File: src/rtl/uart_pkg.sv
// Shared UART definitions: receiver FSM encoding, default frame constants, clog2 helper.
package uart_pkg;

    localparam int unsigned UART_NB_DATA = 8;
    localparam int unsigned UART_N_TICKS = 16;
    localparam int unsigned UART_N_STOP  = 1;

    typedef enum logic [2:0] {
        IDLE   = 3'd0,
        START  = 3'd1,
        DATA   = 3'd2,
        PARITY = 3'd3,
        STOP   = 3'd4,
        BREAK  = 3'd5
    } uart_rx_state_t;

    function automatic int unsigned clog2(input int unsigned value);
        int unsigned width;
        width = 0;
        for (int unsigned v = value - 1; v > 0; v = v >> 1) begin
            width++;
        end
        return width;
    endfunction

endpackage

File: src/rtl/sync_2ff.sv
// Two-flop synchroniser for an asynchronous single-bit input, with a selectable reset level.
module sync_2ff #(
    parameter logic RST_VAL = 1'b1
) (
    input  logic clk,
    input  logic rst_n,
    input  logic d,
    output logic q
);

    logic meta;

    always_ff @(posedge clk or negedge rst_n) begin
        if (!rst_n) begin
            meta <= RST_VAL;
            q    <= RST_VAL;
        end else begin
            meta <= d;
            q    <= meta;
        end
    end

endmodule

File: src/rtl/uart_rx_gen.sv
// Oversampling UART receiver with start-glitch rejection, frame-error and break handling.
// Define UART_RX_PARITY_EN to build in the parity bit stage and parity check.
module uart_rx_gen
    import uart_pkg::*;
#(
    parameter int unsigned NB_DATA    = UART_NB_DATA,
    parameter int unsigned N_TICKS    = UART_N_TICKS,
    parameter int unsigned N_STOP     = UART_N_STOP,
    parameter int unsigned PARITY_ODD = 0
) (
    input  logic               i_clk,
    input  logic               i_rst,
    input  logic               i_tick,
    input  logic               i_rx,
    output logic [NB_DATA-1:0] o_data,
    output logic               o_valid,
    output logic               o_frame_err,
    output logic               o_parity_err,
    output logic               o_busy
);

    localparam int unsigned TW = clog2(N_TICKS);
    localparam int unsigned BW = clog2(NB_DATA + 1);

    uart_rx_state_t      state, state_n;
    logic [TW-1:0]       tick_cnt, tick_n;
    logic [BW-1:0]       bit_cnt, bit_n;
    logic [NB_DATA-1:0]  shreg, shreg_n;
    logic                ferr, ferr_n;
    logic                done;
    logic                rxs;
    logic                mid_start, bit_end;

    sync_2ff #(.RST_VAL(1'b1)) u_sync (
        .clk   (i_clk),
        .rst_n (i_rst),
        .d     (i_rx),
        .q     (rxs)
    );

`ifdef UART_RX_PARITY_EN
    localparam logic PAR_SENSE = PARITY_ODD[0];
    logic perr, perr_n, perr_out;
`endif

    assign mid_start = i_tick && (tick_cnt == TW'(N_TICKS / 2 - 1));
    assign bit_end   = i_tick && (tick_cnt == TW'(N_TICKS - 1));
    assign o_busy    = (state != IDLE);

    always_comb begin
        state_n = state;
        tick_n  = tick_cnt;
        bit_n   = bit_cnt;
        shreg_n = shreg;
        ferr_n  = ferr;
        done    = 1'b0;
`ifdef UART_RX_PARITY_EN
        perr_n  = perr;
`endif
        // Counters advance only on ticks and are cleared explicitly at every sample point.
        if (i_tick && !bit_end) begin
            tick_n = tick_cnt + TW'(1);
        end
        case (state)
            IDLE: begin
                tick_n = '0;
                if (!rxs) begin
                    state_n = START;
                end
            end
            START: begin
                if (mid_start) begin
                    tick_n = '0;
                    bit_n  = '0;
                    ferr_n = 1'b0;
`ifdef UART_RX_PARITY_EN
                    perr_n = 1'b0;
`endif
                    state_n = rxs ? IDLE : DATA;
                end
            end
            DATA: begin
                if (bit_end) begin
                    tick_n  = '0;
                    shreg_n = {rxs, shreg[NB_DATA-1:1]};
                    if (bit_cnt == BW'(NB_DATA - 1)) begin
                        bit_n = '0;
`ifdef UART_RX_PARITY_EN
                        state_n = PARITY;
`else
                        state_n = STOP;
`endif
                    end else begin
                        bit_n = bit_cnt + BW'(1);
                    end
                end
            end
`ifdef UART_RX_PARITY_EN
            PARITY: begin
                if (bit_end) begin
                    tick_n  = '0;
                    perr_n  = rxs ^ (^shreg) ^ PAR_SENSE;
                    state_n = STOP;
                end
            end
`endif
            STOP: begin
                if (bit_end) begin
                    tick_n = '0;
                    ferr_n = ferr | ~rxs;
                    if (bit_cnt == BW'(N_STOP - 1)) begin
                        bit_n   = '0;
                        done    = 1'b1;
                        // A line still low here is a break; hold off until it idles.
                        state_n = rxs ? IDLE : BREAK;
                    end else begin
                        bit_n = bit_cnt + BW'(1);
                    end
                end
            end
            BREAK: begin
                tick_n = '0;
                if (rxs) begin
                    state_n = IDLE;
                end
            end
            default: begin
                state_n = IDLE;
                tick_n  = '0;
                bit_n   = '0;
            end
        endcase
    end

    always_ff @(posedge i_clk or negedge i_rst) begin
        if (!i_rst) begin
            state    <= IDLE;
            tick_cnt <= '0;
            bit_cnt  <= '0;
            shreg    <= '0;
            ferr     <= 1'b0;
        end else begin
            state    <= state_n;
            tick_cnt <= tick_n;
            bit_cnt  <= bit_n;
            shreg    <= shreg_n;
            ferr     <= ferr_n;
        end
    end

    always_ff @(posedge i_clk or negedge i_rst) begin
        if (!i_rst) begin
            o_data      <= '0;
            o_valid     <= 1'b0;
            o_frame_err <= 1'b0;
        end else begin
            o_valid <= done;
            if (done) begin
                o_data      <= shreg;
                o_frame_err <= ferr_n;
            end
        end
    end

`ifdef UART_RX_PARITY_EN
    always_ff @(posedge i_clk or negedge i_rst) begin
        if (!i_rst) begin
            perr     <= 1'b0;
            perr_out <= 1'b0;
        end else begin
            perr <= perr_n;
            if (done) begin
                perr_out <= perr_n;
            end
        end
    end

    assign o_parity_err = perr_out;
`else
    // Parity sense has no effect without the parity stage.
    assign o_parity_err = 1'b0 & PARITY_ODD[0];
`endif

endmodule

File: config.mk
export PLATFORM = sky130hd
export DESIGN_NAME = uart_rx_gen
export DESIGN_NICKNAME = d
export VERILOG_FILES = /design/src/rtl/uart_pkg.sv /design/src/rtl/sync_2ff.sv /design/src/rtl/uart_rx_gen.sv
export SDC_FILE = /design/constraint.sdc
export NUM_CORES = 1
export LEC_CHECK = 0
export ABC_AREA = 1
export ABC_CLOCK_PERIOD_IN_PS = 3710
export BUFFER_PORTS_ARGS = -buffer_cell sky130_fd_sc_hd__buf_2
export CAP_MARGIN = 25
export CORE_UTILIZATION = 30
export DETAILED_ROUTE_END_ITERATION = 16
export PLACE_DENSITY_LB_ADDON = 0.1
export SETUP_SLACK_MARGIN = 0.4
export SYNTH_ARGS = -nofsm -noshare
export SYNTH_HDL_FRONTEND = slang
export SYNTH_HIERARCHICAL = 1
export SYNTH_SLANG_ARGS = --single-unit
File: constraint.sdc
create_clock -name i_clk -period 3.71 [get_ports i_clk]
set_clock_uncertainty 0.2 [all_clocks]
set_input_delay 0.371 -clock i_clk [delete_from_list [all_inputs] [get_ports i_clk]]
set_output_delay 0.371 -clock i_clk [all_outputs]
set_load 0.005 [all_outputs]
### After elaboration in Yosys (flattened, before gate mapping)

Cells that the tools add are included.

* bits of input ports: 4
* register bits: 32
* output and inout bits: 12
* word-level logic and storage cells: 67

* reduce and logical (&&, ||, !) cells: 12
* mux-type cells: 26
* bitwise logic cells: 3
* add/subtract/negate cells: 2
* equality and inequality tests: 14

Operators with widths (count)
* 4-bit two-way mux: 8
* 3-bit two-way mux: 8
* 4-bit one-hot mux with 4 select lines: 1
* 3-bit one-hot mux with 5 select lines: 1
* 2-bit != test, second input constant: 6
* 4-bit by 1-bit adder with 4-bit output, second input constant: 2
* 4-bit by 3-bit equality test with 1-bit output, second input constant: 2
* 4-bit one-hot mux with 2 select lines: 1
* 7-bit AND reduction: 1
* 3-bit equality test, second input constant: 2
* 1-bit two-way mux: 5
* 4-bit equality test, second input constant: 1
* 4-bit zero test: 1
* 4-bit AND reduction: 1
* 2-bit OR reduction: 2
* 3-bit by 1-bit equality test with 1-bit output, second input constant: 1
* 3-bit by 2-bit equality test with 1-bit output, second input constant: 1
* 1-bit logical AND: 3
* 3-bit zero test: 1
* 3-bit nonzero test: 1
* 2-bit two-way mux: 1
* 2-bit by 1-bit != test with 1-bit output, second input constant: 1
* 1-bit NOT: 2
* 1-bit one-hot mux with 2 select lines: 1
* 3 further kinds: 3

### Depth between registers and ports, before layout

* word-level depth: 7
* mapped depth: 10
* mapped depth without buffers: 10

### Cells and area by module

Netlist, hierarchy kept.

By module, submodules not included
* uart_rx_gen: sequential area each 750.7 um^2, area each 1542.7 um^2, instances 1, cells each 181
* sync_2ff: sequential area each 52.6 um^2, area each 52.6 um^2, instances 1, cells each 2

### Worst setup path after synthesis

OpenSTA, ideal clock, no wires.

* path kind: reg-to-reg
* start point: register tick_cnt[0]
* end point: register o_data[7]
* period minus slack after synthesis: 1615 ps
* path slack: 2095 ps
* required time: 3392 ps
* arrival time: 1297 ps
* path buffers: 1
* library setup time: 118 ps
* stages on the path, launching flop included: 10
* cell sequence: dfrtp_1 > ha_1 > nand2_1 > inv_1 > nand3_2 > nor3_4 > inv_2 > buf_6 > nand2_2 > o21ai_2

* word-level cells in the longest chain between the ends: 4

Ends and longest elaborated chain
* from (decl): line uart_rx_gen.sv:26 `logic [TW-1:0] tick_cnt, tick_n;`
* from (signal assigned): line uart_rx_gen.sv:144 `tick_cnt <= tick_n;`
* 4-bit equality test: line uart_rx_gen.sv:47 `assign bit_end = i_tick && (tick_cnt == TW'(N_TICKS - 1));`
* 1-bit logical AND: line uart_rx_gen.sv:47
* 1-bit two-way mux: line uart_rx_gen.sv:108 `if (bit_end) begin`
* 1-bit two-way mux: line uart_rx_gen.sv:64 `case (state)`
* named net done: line uart_rx_gen.sv:30 `logic done;`
* to (signal assigned): line uart_rx_gen.sv:159 `o_data <= shreg;`
* to (decl): line uart_rx_gen.sv:15 `output logic [NB_DATA-1:0] o_data,`

The timed path passes the listed nets, and every way through them passes these cells.
A chain may end at the register's enable or synchronous reset.

### Worst setup path after layout

* start point: register state[0]
* end point: register shreg[3]

* word-level cells in the longest chain between the ends: 2

Ends and longest elaborated chain
* from (decl): line uart_rx_gen.sv:25 `uart_rx_state_t state, state_n;`
* from (signal assigned): line uart_rx_gen.sv:143 `state <= state_n;`
* 3-bit by 2-bit equality test with 1-bit output: line uart_rx_gen.sv:64
* 2-bit AND reduction (no line)
* to (signal assigned): line uart_rx_gen.sv:146 `shreg <= shreg_n;`
* to (decl): line uart_rx_gen.sv:28 `logic [NB_DATA-1:0] shreg, shreg_n;`

Every way passes these cells.

==> reports/qor.yml <==
critical_path:
  end_kind: "flop"
  cp.required_ns: 3.67
  rr_endpoint: "shreg[3]"
  reg2reg_slack_ns: 1.86
  crit_fanout: 16
  cp.arrival_ns: 1.81
  r2r-start: "state[0]"
  worstSetupPathType: "flop to flop"
  startpoint: "state[0]"
  r2r_cells: 6
  start_kind: "flop"
placed_design:
  io_buffers: 14
  place_hpwl_mm: 2.17
  gp_congestion: 0.851
  pre_cts_ws_ns: 1.85
power_and_ir_drop:
  peakVddDrop_mv: 0.170
  p_leak_nw: 0.928
  power_density_nw_per_um2: 523
route:
  post_drt_wl_per_cell_um: 10.8
  drtAntennaViolNets: 0
  drc: 1
  vias: 1173
  via_per_inst: 4.30
  drt_iter0_drc: 56
  dr.pass1.iters: 10
  finalWirelength_mm: 2.94
timing:
  tightest_slew_ns: 0.718
  slew_viol_final: 0
  max_clock_freq_mhz: 541
  grt_setup_unrepaired: "no"
  final.setup.tns_ns: 0
  setup_viol: 0
  final.setup.worst_slack_ns: 1.86
  hold_viol_final: 0
  fin_crit_sh_pct: 49.8
  slew-limit-headroom_pct: 52.1
  min_period_ns: 1.85
global_routing:
  grtUsageMet2_pct: 19.5
  antenna_found_initial: 0
  grtUsageTotal_pct: 12.6
  grt_pass1_vias: 1165
  grt_pass1_wl_mm: 5.24
  grt_max_degree: 33
  grt_use_met3_pct: 4.15
  grt.busiest_layer: "met2"
  use_met1_pct: 16.0
  grt.overflow.total: 0
cells_and_area:
  layout_commonest_cell: "nand2_1"
  drive_gt1_share_pct: 25.1
  num_antenna_cells: 0
  area_growth_syn_to_layout_pct: 14.1
  nets: 210
  layout_common_cells: "nand2_1 (61), dfrtp_1 (30), inv_1 (19)"
synth:
  syn-num-nets: 190
  ys_types: 25
  yosys.area.top_type: "dfrtp_1"
  synth_top_area_share_pct: 47.1
  synth-seq-area-share_pct: 50.4
  syn_avg_cell_area_um2: 8.72
  synth_area_um2: 1600
  netlist_instances: 183
  yosys-top-cells-area: "dfrtp_1 (47%), nand2_1 (14%), o21ai_2 (8.2%), inv_1 (4.5%), nand3_1 (3.8%)"
  ys_ff_latch: 32
  yosys_warnings: 6
clocking:
  cts_resized: 0
  path_clk_slew_ns: 0.07
  clockBufferDepth: 2
  cts_tree: "yes"
  insertion_delay_ns: 0.28
  htreeDepth: 2
  cts_num_sinks: 32
  root_buffer: "clkbuf_8"
  cts_buffers: 5
die:
  die_x_um: 74.9
  start_util_pct: 31.2
  die_area_um2: 5610
  rows: 26
  io_pins: 16
  fp.coreArea_um2: 5110
  dieHeight_um: 74.9
hold_path:
  worstHoldPathType: "flop to flop"
  whs_path_depth: 0
  hp-start: "u_sync/meta"
  min_delay_worst_endpoint: "u_sync/q"
job:
  cap_violations: 0
status:
  violations: "design-rule violations"
  status: "complete, but fails checks"
==> sequential cells by signal (all words and copies together), names as in the netlist <==
signal / count
o_data: 8
ferr: 1
o_valid: 1
u_sync/meta: 1
u_sync/q: 1
state: 3
bit_cnt: 4
tick_cnt: 4
o_frame_err: 1
shreg: 8
==> worst max-delay path, cell delays in order (launching register included) <==
cell	delay, ns
dfrtp_1	0.45
inv_1	0.12
nand2_1	0.07
nor2_2	0.18
nand4_2	0.42
nand2_1	0.21
o21ai_2	0.06
==> metal layers <==
metal  up-vias  routed length [um]
li1        613                   -
met1       539                1470
met2        15                1320
met3         6                  99
met4         0                  45
met5         -                   0
==> Yosys cell counts <==
cell and number:
a21boi_0 1, a21oi_1 2, buf_4 1, buf_6 2
conb_1 1, dfrtp_1 30, dfstp_2 2, ha_1 3
inv_1 19, inv_2 3, nand2_1 61, nand2_2 4
nand3_1 12, nand3_2 1, nand4_1 3, nand4_2 1
nor2_1 8, nor2_2 2, nor2_4 2, nor3_1 1
nor3_4 1, o21ai_0 5, o21ai_1 1, o21ai_2 15
xor2_1 2
==> per-stage QoR <==
stage | total power, mW | hold WS [ns] | util [%] | instances | instance area (um^2)
final | 0.952 | 0.156 | 35.6 | 273 | 1820
after global placement | 0.703 | 0.147 | 33.7 | 264 | 1720
after global routing | 1.03 | 0.162 | 35.6 | 273 | 1820
after floorplan | 0.632 | -0.125 | - | 183 | 1600
after detailed placement | 0.707 | 0.148 | 33.7 | 264 | 1720
after CTS | 0.966 | 0.157 | 35.6 | 273 | 1820
==> worst max-delay path by stage <==
stage / to / slack, ns
6_report: shreg[3] / 1.86
4_1_cts: shreg[3] / 1.84
2_1_floorplan: o_data[7] / 2.09
5_1_grt: shreg[0] / 1.61
3_3_place_gp: shreg[3] / 1.93
3_5_place_dp: shreg[3] / 1.85
==> cells by family (layout without fill, tap and decap cells) <==
group	after synthesis	count (layout)	synth area share, %
fa+ha+maj	3	3	2.35
compound gates	24	24	11.2
buf+inv	25	45	7.06
other cells	1	1	0.235
xor+xnor	2	2	1.10
simple gates	96	96	27.7
flops	32	32	50.4
==> what timing repair did <==
action                                 in CTS  in global routing
setup buffers                               0                  0
endpoints found under the hold margin      31                  0
hold buffers                                2                  0
setup endpoints to repair                   0                  0
==> power by group <==
group	total, mW	internal (mW)	switching, mW
combinational	0.285	0.0896	0.196
clock	0.253	0.127	0.125
sequential	0.415	0.377	0.0377
==> cell type report <==
| type | instances | area [um^2] |
|---|---|---|
| Timing Repair Buffer | 16 | 90.1 |
| Clock inverter | 1 | 5.00 |
| Fill cell | 543 | 3290 |
| Sequential cell | 32 | 803 |
| Multi-Input combinational cell | 126 | 679 |
| Tap cell | 70 | 87.6 |
| Inverter | 22 | 82.6 |
| Clock buffer | 6 | 72.6 |
Power figures use the tool's default switching activity.
